<file path="config.mk">
export PLATFORM = sky130hd
export DESIGN_NAME = i2s_tx
export DESIGN_NICKNAME = d
export VERILOG_FILES = /design/src/rtl/i2s_tx.sv
export SDC_FILE = /design/constraint.sdc
export NUM_CORES = 1
export LEC_CHECK = 0
export CAP_MARGIN = 10
export CELL_PAD_IN_SITES_DETAIL_PLACEMENT = 1
export CELL_PAD_IN_SITES_GLOBAL_PLACEMENT = 1
export CORE_UTILIZATION = 42
export CTS_CLUSTER_DIAMETER = 60
export DETAILED_ROUTE_END_ITERATION = 12
export PLACE_DENSITY = 0.82
export SYNTH_ARGS = -nofsm -noshare
export SYNTH_HDL_FRONTEND = slang
export SYNTH_SLANG_ARGS = --single-unit
export TNS_END_PERCENT = 100
</file>
<file path="constraint.sdc">
create_clock -name clock_in -period 2.8 [get_ports clock_in]
set_clock_uncertainty 0.05 [all_clocks]
set_input_delay 0.84 -clock clock_in [delete_from_list [all_inputs] [get_ports clock_in]]
set_output_delay 0.84 -clock clock_in [all_outputs]
set_load 0.02 [all_outputs]
</file>
<file path="src/rtl/i2s_tx.sv">
// i2s_tx: stereo 16-bit Philips I2S transmitter.
// One sample pair is buffered in a holding register behind a valid/ready
// handshake; each frame is shifted out MSB-first with BCLK and LRCLK
// generated locally from clock_in.
// Optional feature macro: I2S_TX_UNDERRUN_CNT_EN adds a saturating
// underrun_count output that counts frames sent without fresh data.
module i2s_tx #(
    parameter int BCLK_DIV = 5
) (
    input  logic        clock_in,
    input  logic        reset,
    input  logic [15:0] sample_left,
    input  logic [15:0] sample_right,
    input  logic        sample_valid,
    output logic        sample_ready,
    output logic        frame_strobe,
    output logic        i2s_bclk,
    output logic        i2s_lrclk,
    output logic        i2s_sdata
`ifdef I2S_TX_UNDERRUN_CNT_EN
    ,
    output logic [7:0]  underrun_count
`endif
);

    localparam int DIV_W = (BCLK_DIV > 1) ? $clog2(BCLK_DIV) : 1;
    localparam logic [DIV_W-1:0] DIV_LAST = DIV_W'(BCLK_DIV - 1);
    localparam logic [DIV_W-1:0] DIV_ONE  = DIV_W'(1);

    logic [DIV_W-1:0] div_cnt;
    logic [4:0]       bit_cnt;
    logic [4:0]       next_bit;
    logic             div_wrap;
    logic             fall_event;
    logic             load;
    logic             accept;
    logic             hold_valid;
    logic [31:0]      hold_word;
    logic [31:0]      frame_word;
    logic [31:0]      load_word;

    // Fall events are the wrap cycles in which BCLK is currently high.
    assign div_wrap   = (div_cnt == DIV_LAST);
    assign fall_event = div_wrap && i2s_bclk;
    assign next_bit   = bit_cnt + 5'd1;
    assign load       = fall_event && (next_bit == 5'd0);

    // Hold is only writable while empty, so a full hold can never be
    // overwritten; an empty hold at load time repeats the previous word.
    assign sample_ready = !hold_valid;
    assign accept       = sample_valid && !hold_valid;
    assign load_word    = hold_valid ? hold_word : frame_word;

    // Bit clock divider: toggle BCLK every BCLK_DIV input clocks.
    always_ff @(posedge clock_in) begin
        if (reset) begin
            div_cnt  <= '0;
            i2s_bclk <= 1'b0;
        end else if (div_wrap) begin
            div_cnt  <= '0;
            i2s_bclk <= !i2s_bclk;
        end else begin
            div_cnt  <= div_cnt + DIV_ONE;
        end
    end

    // Bit position, word select, serial data and frame load on each BCLK fall.
    always_ff @(posedge clock_in) begin
        if (reset) begin
            bit_cnt      <= 5'd31;
            i2s_lrclk    <= 1'b0;
            i2s_sdata    <= 1'b0;
            frame_strobe <= 1'b0;
            frame_word   <= '0;
        end else begin
            frame_strobe <= 1'b0;
            if (fall_event) begin
                bit_cnt   <= next_bit;
                // LRCLK leads the data by one bit: it switches at the LSB
                // of the previous word, ahead of each word's MSB.
                i2s_lrclk <= (next_bit >= 5'd15) && (next_bit <= 5'd30);
                if (load) begin
                    frame_word   <= load_word;
                    i2s_sdata    <= load_word[31];
                    frame_strobe <= 1'b1;
                end else begin
                    i2s_sdata    <= frame_word[5'd31 - next_bit];
                end
            end
        end
    end

    // Holding register: filled by the handshake, emptied by a frame load.
    always_ff @(posedge clock_in) begin
        if (reset) begin
            hold_valid <= 1'b0;
            hold_word  <= '0;
        end else if (load && hold_valid) begin
            hold_valid <= 1'b0;
        end else if (accept) begin
            hold_valid <= 1'b1;
            hold_word  <= {sample_left, sample_right};
        end
    end

`ifdef I2S_TX_UNDERRUN_CNT_EN
    // Saturating count of frames that repeated the previous word.
    always_ff @(posedge clock_in) begin
        if (reset) begin
            underrun_count <= 8'd0;
        end else if (load && !hold_valid && (underrun_count != 8'hFF)) begin
            underrun_count <= underrun_count + 8'd1;
        end
    end
`endif

endmodule
</file>
## After elaboration in Yosys (flattened, before gate mapping)

Cells that the tools add are included.
Widths: inputs -> output; s select.

| storage, ports and cells | value |
|---|---|
| input port bits | 35 |
| output and inout port bits | 5 |
| register bits | 77 |
| word-level logic and storage cells | 38 |

| operators by class | value |
|---|---|
| $lt $le $gt $ge | 3 |
| reduce and logical (&&, ||, !) cells | 14 |
| bitwise gates (word level) | 2 |
| mux-type cells | 5 |
| add/sub/neg operators | 3 |
| equal/unequal tests | 1 |

Operators with widths:

| cell | number |
|---|---|
| $mux 32 | 1 |
| $lt 5x6->1 const B | 1 |
| $reduce_or 2->1 | 3 |
| $add 5x1->5 const B | 1 |
| $bmux 1 s5 | 1 |
| $ge 5x4->1 const B | 1 |
| $le 5x5->1 const B | 1 |
| $logic_and 1x1->1 | 5 |
| $logic_not 5->1 | 1 |
| $sub 5x5->5 const A | 1 |
| $reduce_and 2->1 | 2 |
| $add 3x1->3 const B | 1 |
| $eq 3x3->1 const B | 1 |
| $mux 1 | 3 |
| $reduce_and 3->1 | 1 |
| $logic_not 1->1 | 2 |
| $not 1->1 | 2 |

## Depth between registers and ports, before layout

| depth | value |
|---|---|
| word-level depth | 6 |
| depth in mapped cells | 11 |
| mapped depth without buffers | 8 |

## Least setup slack after synthesis

No wires, ideal clock.

| path | value |
|---|---|
| path type | reg-to-reg |
| start | register bit_cnt[0] |
| end | register i2s_sdata |
| slack | 0.404 ns |
| library setup time | 0.136 ns |
| cell stages (with the launch flop) | 12 |
| period minus slack after synthesis | 2.396 ns |
| data arrival time | 2.210 ns |
| cells stage by stage | dfxtp_1 > buf_4 > buf_2 > inv_1 > ha_1 > buf_2 > buf_2 > a2111oi_0 > a31oi_1 > a22o_1 > o21ai_1 > o32ai_2 |

| on the way | value |
|---|---|
| longest elaborated chain between the ends | 5 |

RTL lines:

| item | RTL line | RTL |
|---|---|---|
| start, declared | 31 | `logic [4:0] bit_cnt;` |
| start signal, assigned | 78 | `bit_cnt <= next_bit;` |
| $add 5x1->5 (*) | 45 | `assign next_bit = bit_cnt + 5'd1;` |
| named net next_bit[0] | 32 | `logic [4:0] next_bit;` |
| $sub 5x5->5 | 87 | `i2s_sdata <= frame_word[5'd31 - next_bit];` |
| $bmux 1 s5 | 87 |  |
| $mux 1 (implied by the code) | 87 |  |
| $mux 1 (*) | 82 | `if (load) begin` |
| end signal, assigned | 84 | `i2s_sdata <= load_word[31];` |
| end signal, assigned | 87 |  |
| end, declared | 19 | `output logic i2s_sdata` |

The timed path passes the listed nets; every way through them passes the cells marked *. The select of a mux whose other input is x is not followed.
A chain may end at the register's enable or synchronous reset.

## Worst setup path in the final report

| path | value |
|---|---|
| start | register bit_cnt[1] |
| end | register frame_word[1] |

| on the way | value |
|---|---|
| longest elaborated chain between the ends | 4 |

RTL lines:

| item | RTL line | RTL |
|---|---|---|
| $add 5x1->5 | 45 |  |
| $logic_not 5->1 | 46 | `assign load = fall_event && (next_bit == 5'd0);` |
| $logic_and 1x1->1 | 46 |  |
| $reduce_and 3->1 (no source line) | -- |  |
| end signal, assigned | 83 | `frame_word <= load_word;` |
| end, declared | 39 | `logic [31:0] frame_word;` |

Every way passes these cells.

==> impl_metrics.xml <==
<?xml version="1.0" encoding="UTF-8"?>
<metrics>
  <group name="power">
    <metric name="power.leakage" unit="nW">1.76</metric>
    <metric name="vdd_ir_drop_max" unit="V">0.000358</metric>
    <metric name="power.total" unit="mW">2.22</metric>
    <metric name="power.density_cell_area" unit="mW/mm²">554</metric>
  </group>
  <group name="setup_path">
    <metric name="timing.setup.critical_path_class" unit="">flip-flop to flip-flop</metric>
    <metric name="cp_data_required_time" unit="ns">2.94</metric>
    <metric name="critical_path.max_stage_delay" unit="ns">0.51</metric>
    <metric name="crit_arrival" unit="ns">2.76</metric>
    <metric name="end_kind" unit="">flip-flop</metric>
    <metric name="critical_path_cell_by_cell" unit="">ha_1, and2_1, a21oi_1, o31ai_1, nand4_2, buf_4, mux2i_1, nor2_1</metric>
    <metric name="critical_path_peak_fanout" unit="">32</metric>
    <metric name="start_kind" unit="">flip-flop</metric>
    <metric name="setup.reg_to_reg.worst_slack" unit="ns">0.18</metric>
    <metric name="critical_path.slowest_cell" unit="">ha_1</metric>
  </group>
  <group name="route">
    <metric name="vias_per_cell" unit="">5.26</metric>
    <metric name="final_antenna_net_count" unit="">0</metric>
    <metric name="drt_iter0_markers" unit="">106</metric>
    <metric name="detailroute.via_count" unit="">2704</metric>
    <metric name="drt_drc_violations_left" unit="">0</metric>
    <metric name="wirelength" unit="µm">7670</metric>
    <metric name="drt_first_pass_iters" unit="">4</metric>
    <metric name="wl_per_cell" unit="µm">14.9</metric>
  </group>
  <group name="synthesis">
    <metric name="synth_nets" unit="">415</metric>
    <metric name="share_of_synthesized_flip_flops_with_an_asynchronous_set_or_reset" unit="%">0</metric>
    <metric name="synthDistinctLibCells" unit="">42</metric>
    <metric name="yosys.cell_count.top_type" unit="">dfxtp_1</metric>
    <metric name="synth-edff-count" unit="">0</metric>
    <metric name="ys.warnings.count" unit="">0</metric>
    <metric name="synth_common_cells" unit="">dfxtp_1, nand2_1, a21oi_1</metric>
    <metric name="synth.cell_area" unit="mm²">0.00331</metric>
    <metric name="netlist.top_cell.by_area" unit="">dfxtp_1</metric>
    <metric name="syn-instance-count" unit="">375</metric>
    <metric name="postSynthRegisterBits" unit="">77</metric>
    <metric name="synth_area_leaders" unit="">dfxtp_1, mux2i_1, nand2_1, a21oi_1, nor2_1</metric>
    <metric name="synth-seq-area-share" unit="%">46.5</metric>
    <metric name="post_synth.cell_area_avg" unit="µm²">8.83</metric>
    <metric name="synth_top_cell_area_share" unit="%">46.5</metric>
    <metric name="dominantRegCellSynth" unit="">dfxtp_1</metric>
  </group>
  <group name="floorplanning">
    <metric name="die_area" unit="mm²">0.00824</metric>
    <metric name="start_util" unit="%">43.1</metric>
    <metric name="floorplan.core_area" unit="mm²">0.00769</metric>
    <metric name="chipWidth" unit="µm">90.8</metric>
    <metric name="y_dimension_of_the_die" unit="µm">90.8</metric>
    <metric name="rows" unit="">32</metric>
    <metric name="design.portCount" unit="">40</metric>
  </group>
  <group name="worst_hold_path">
    <metric name="holdCritPathClass" unit="">flip-flop to flip-flop</metric>
  </group>
  <group name="global_route">
    <metric name="global_route_wire_length_before_repair" unit="µm">13400</metric>
    <metric name="grt_use_total" unit="%">20.5</metric>
    <metric name="grt.overflow.total" unit="">0</metric>
    <metric name="grt_pass1_vias" unit="">2746</metric>
    <metric name="grt_start_max_net_pins" unit="">44</metric>
    <metric name="grt_antenna_before_repair" unit="">0</metric>
  </group>
  <group name="placement">
    <metric name="dpl-instance-area" unit="mm²">0.00379</metric>
    <metric name="dp_hpwl" unit="µm">5250</metric>
    <metric name="routabilityCongestion" unit="">0.777</metric>
    <metric name="placement.setup.worst_slack" unit="ns">0.269</metric>
    <metric name="buffer_ports.inserted" unit="">39</metric>
  </group>
  <group name="cts">
    <metric name="tritoncts.num_buffers" unit="">9</metric>
    <metric name="htreeDepth" unit="">3</metric>
    <metric name="clk_latency" unit="ns">0.34</metric>
    <metric name="cts_hold_buffers" unit="">0</metric>
    <metric name="cts_resized" unit="">0</metric>
    <metric name="clkSinkCount" unit="">77</metric>
    <metric name="tritoncts_clock_tree" unit="">built</metric>
    <metric name="clk_pin_slew" unit="ns">0.08</metric>
    <metric name="post_cts_buffers" unit="">0</metric>
    <metric name="clockBufferDepth" unit="">2</metric>
    <metric name="cts_root_buffer" unit="">clkbuf_8</metric>
  </group>
  <group name="cells_and_area">
    <metric name="diodes" unit="">0</metric>
    <metric name="post-route-cell-area" unit="mm²">0.00400</metric>
    <metric name="utilization" unit="%">52.1</metric>
    <metric name="design.final.nets" unit="">448</metric>
    <metric name="post_route_cells_drive_above_1_share" unit="%">8.01</metric>
    <metric name="area_growth_syn_to_layout" unit="%">20.9</metric>
    <metric name="number_of_filler_cells_placed_in_the_layout" unit="">905</metric>
  </group>
  <group name="sta">
    <metric name="fin_setup_tns" unit="ns">0</metric>
    <metric name="rsz0062_at_grt" unit="">false</metric>
    <metric name="final.min_clock_period" unit="ns">2.62</metric>
    <metric name="min_period_over_period" unit="%">93.5</metric>
    <metric name="setup-violations-final" unit="">0</metric>
    <metric name="setup_slack" unit="ns">0.181</metric>
    <metric name="fmaxAchievable" unit="MHz">382</metric>
    <metric name="max_slew.worst_pin.slew" unit="ns">0.816</metric>
    <metric name="timing.slew.headroom" unit="%">45.6</metric>
    <metric name="drv_slew" unit="">0</metric>
    <metric name="hold_violations" unit="">0</metric>
  </group>
  <group name="run">
    <metric name="drv_cap" unit="">0</metric>
  </group>
  <group name="status">
    <metric name="status" unit="">completed</metric>
  </group>
</metrics>
[where the power goes]
part           leakage, nW  internal [mW]  switching, mW
sequential           0.626           1.13         0.0209
combinational         1.03         0.0778         0.0752
clock                0.105          0.521          0.400
[per-layer routing]
layer	track usage, %	vias up	part of all wire [%]
met5	0	-	0
met4	7.14	0	1.3
met3	3.54	8	3.1
met2	36.2	41	52
met1	25.1	1314	44
li1	-	1341	-
[critical path, delay by kind of cell (launching register included)]
kind | cells | cell delay, ns
AO/OA/AOI/OAI | 2 | 0.38
adder cells (fa/ha/maj) | 1 | 0.51
buffers and inverters | 1 | 0.31
flip-flops | 1 | 0.47
multiplexers | 1 | 0.27
AND/OR/NAND/NOR | 3 | 0.45
[cells in the final DEF (no fill, tap or decap), types with 6 or more instances in the layout]
cell	synthesis	layout
dfxtp_1	77	77
nand2_1	73	73
a21oi_1	41	41
nor2_1	39	39
mux2i_1	38	38
clkdlybuf4s50_1	0	38
clkbuf_8	0	10
buf_4	5	9
nand3_1	7	7
inv_1	6	6
[layout make-up]
cell class	count	area, µm²	share of cell area, %
Multi-Input combinational cell	265	1630	40.6
Tap cell	102	128	3.19
Clock inverter	4	72.6	1.81
Clock buffer	11	141	3.53
Sequential cell	77	1540	38.5
Inverter	6	22.5	0.563
Timing Repair Buffer	49	473	11.8
[kinds of logic (layout without fill, tap and decap cells)]
| kind of cell | after synthesis | in the layout | synth area share [%] |
|---|---|---|---|
| simple gates | 144 | 144 | 18.9 |
| flops | 77 | 77 | 46.5 |
| compound gates | 68 | 68 | 12.2 |
| mux | 42 | 42 | 14.2 |
| buf+inv | 33 | 70 | 4.46 |
| xor+xnor | 6 | 6 | 1.81 |
| fa+ha+maj | 5 | 5 | 1.89 |
[registers in the layout, summed over array words and instances, names as in the netlist]
| name | cells |
|---|---|
| bit_cnt | 5 |
| div_cnt | 3 |
| frame_strobe | 1 |
| frame_word | 32 |
| hold_valid | 1 |
| hold_word | 32 |
| i2s_bclk | 1 |
| i2s_lrclk | 1 |
| i2s_sdata | 1 |
[final timing paths]
kind / cells after the start / end / start
min: 2 / i2s_lrclk / i2s_lrclk
max reg2reg: 8 / frame_word[1] / bit_cnt[1]
min reg2reg: 2 / i2s_lrclk / i2s_lrclk
max: 8 / frame_word[1] / bit_cnt[1]
[per-stage QoR]
step,hold WS [ns],instances
3_5_place_dp,0.400,499
5_1_grt,0.421,514
2_1_floorplan,0.379,375
3_3_place_gp,0.392,499
6_report,0.406,514
4_1_cts,0.410,514
(Power assumes the default switching activity.)
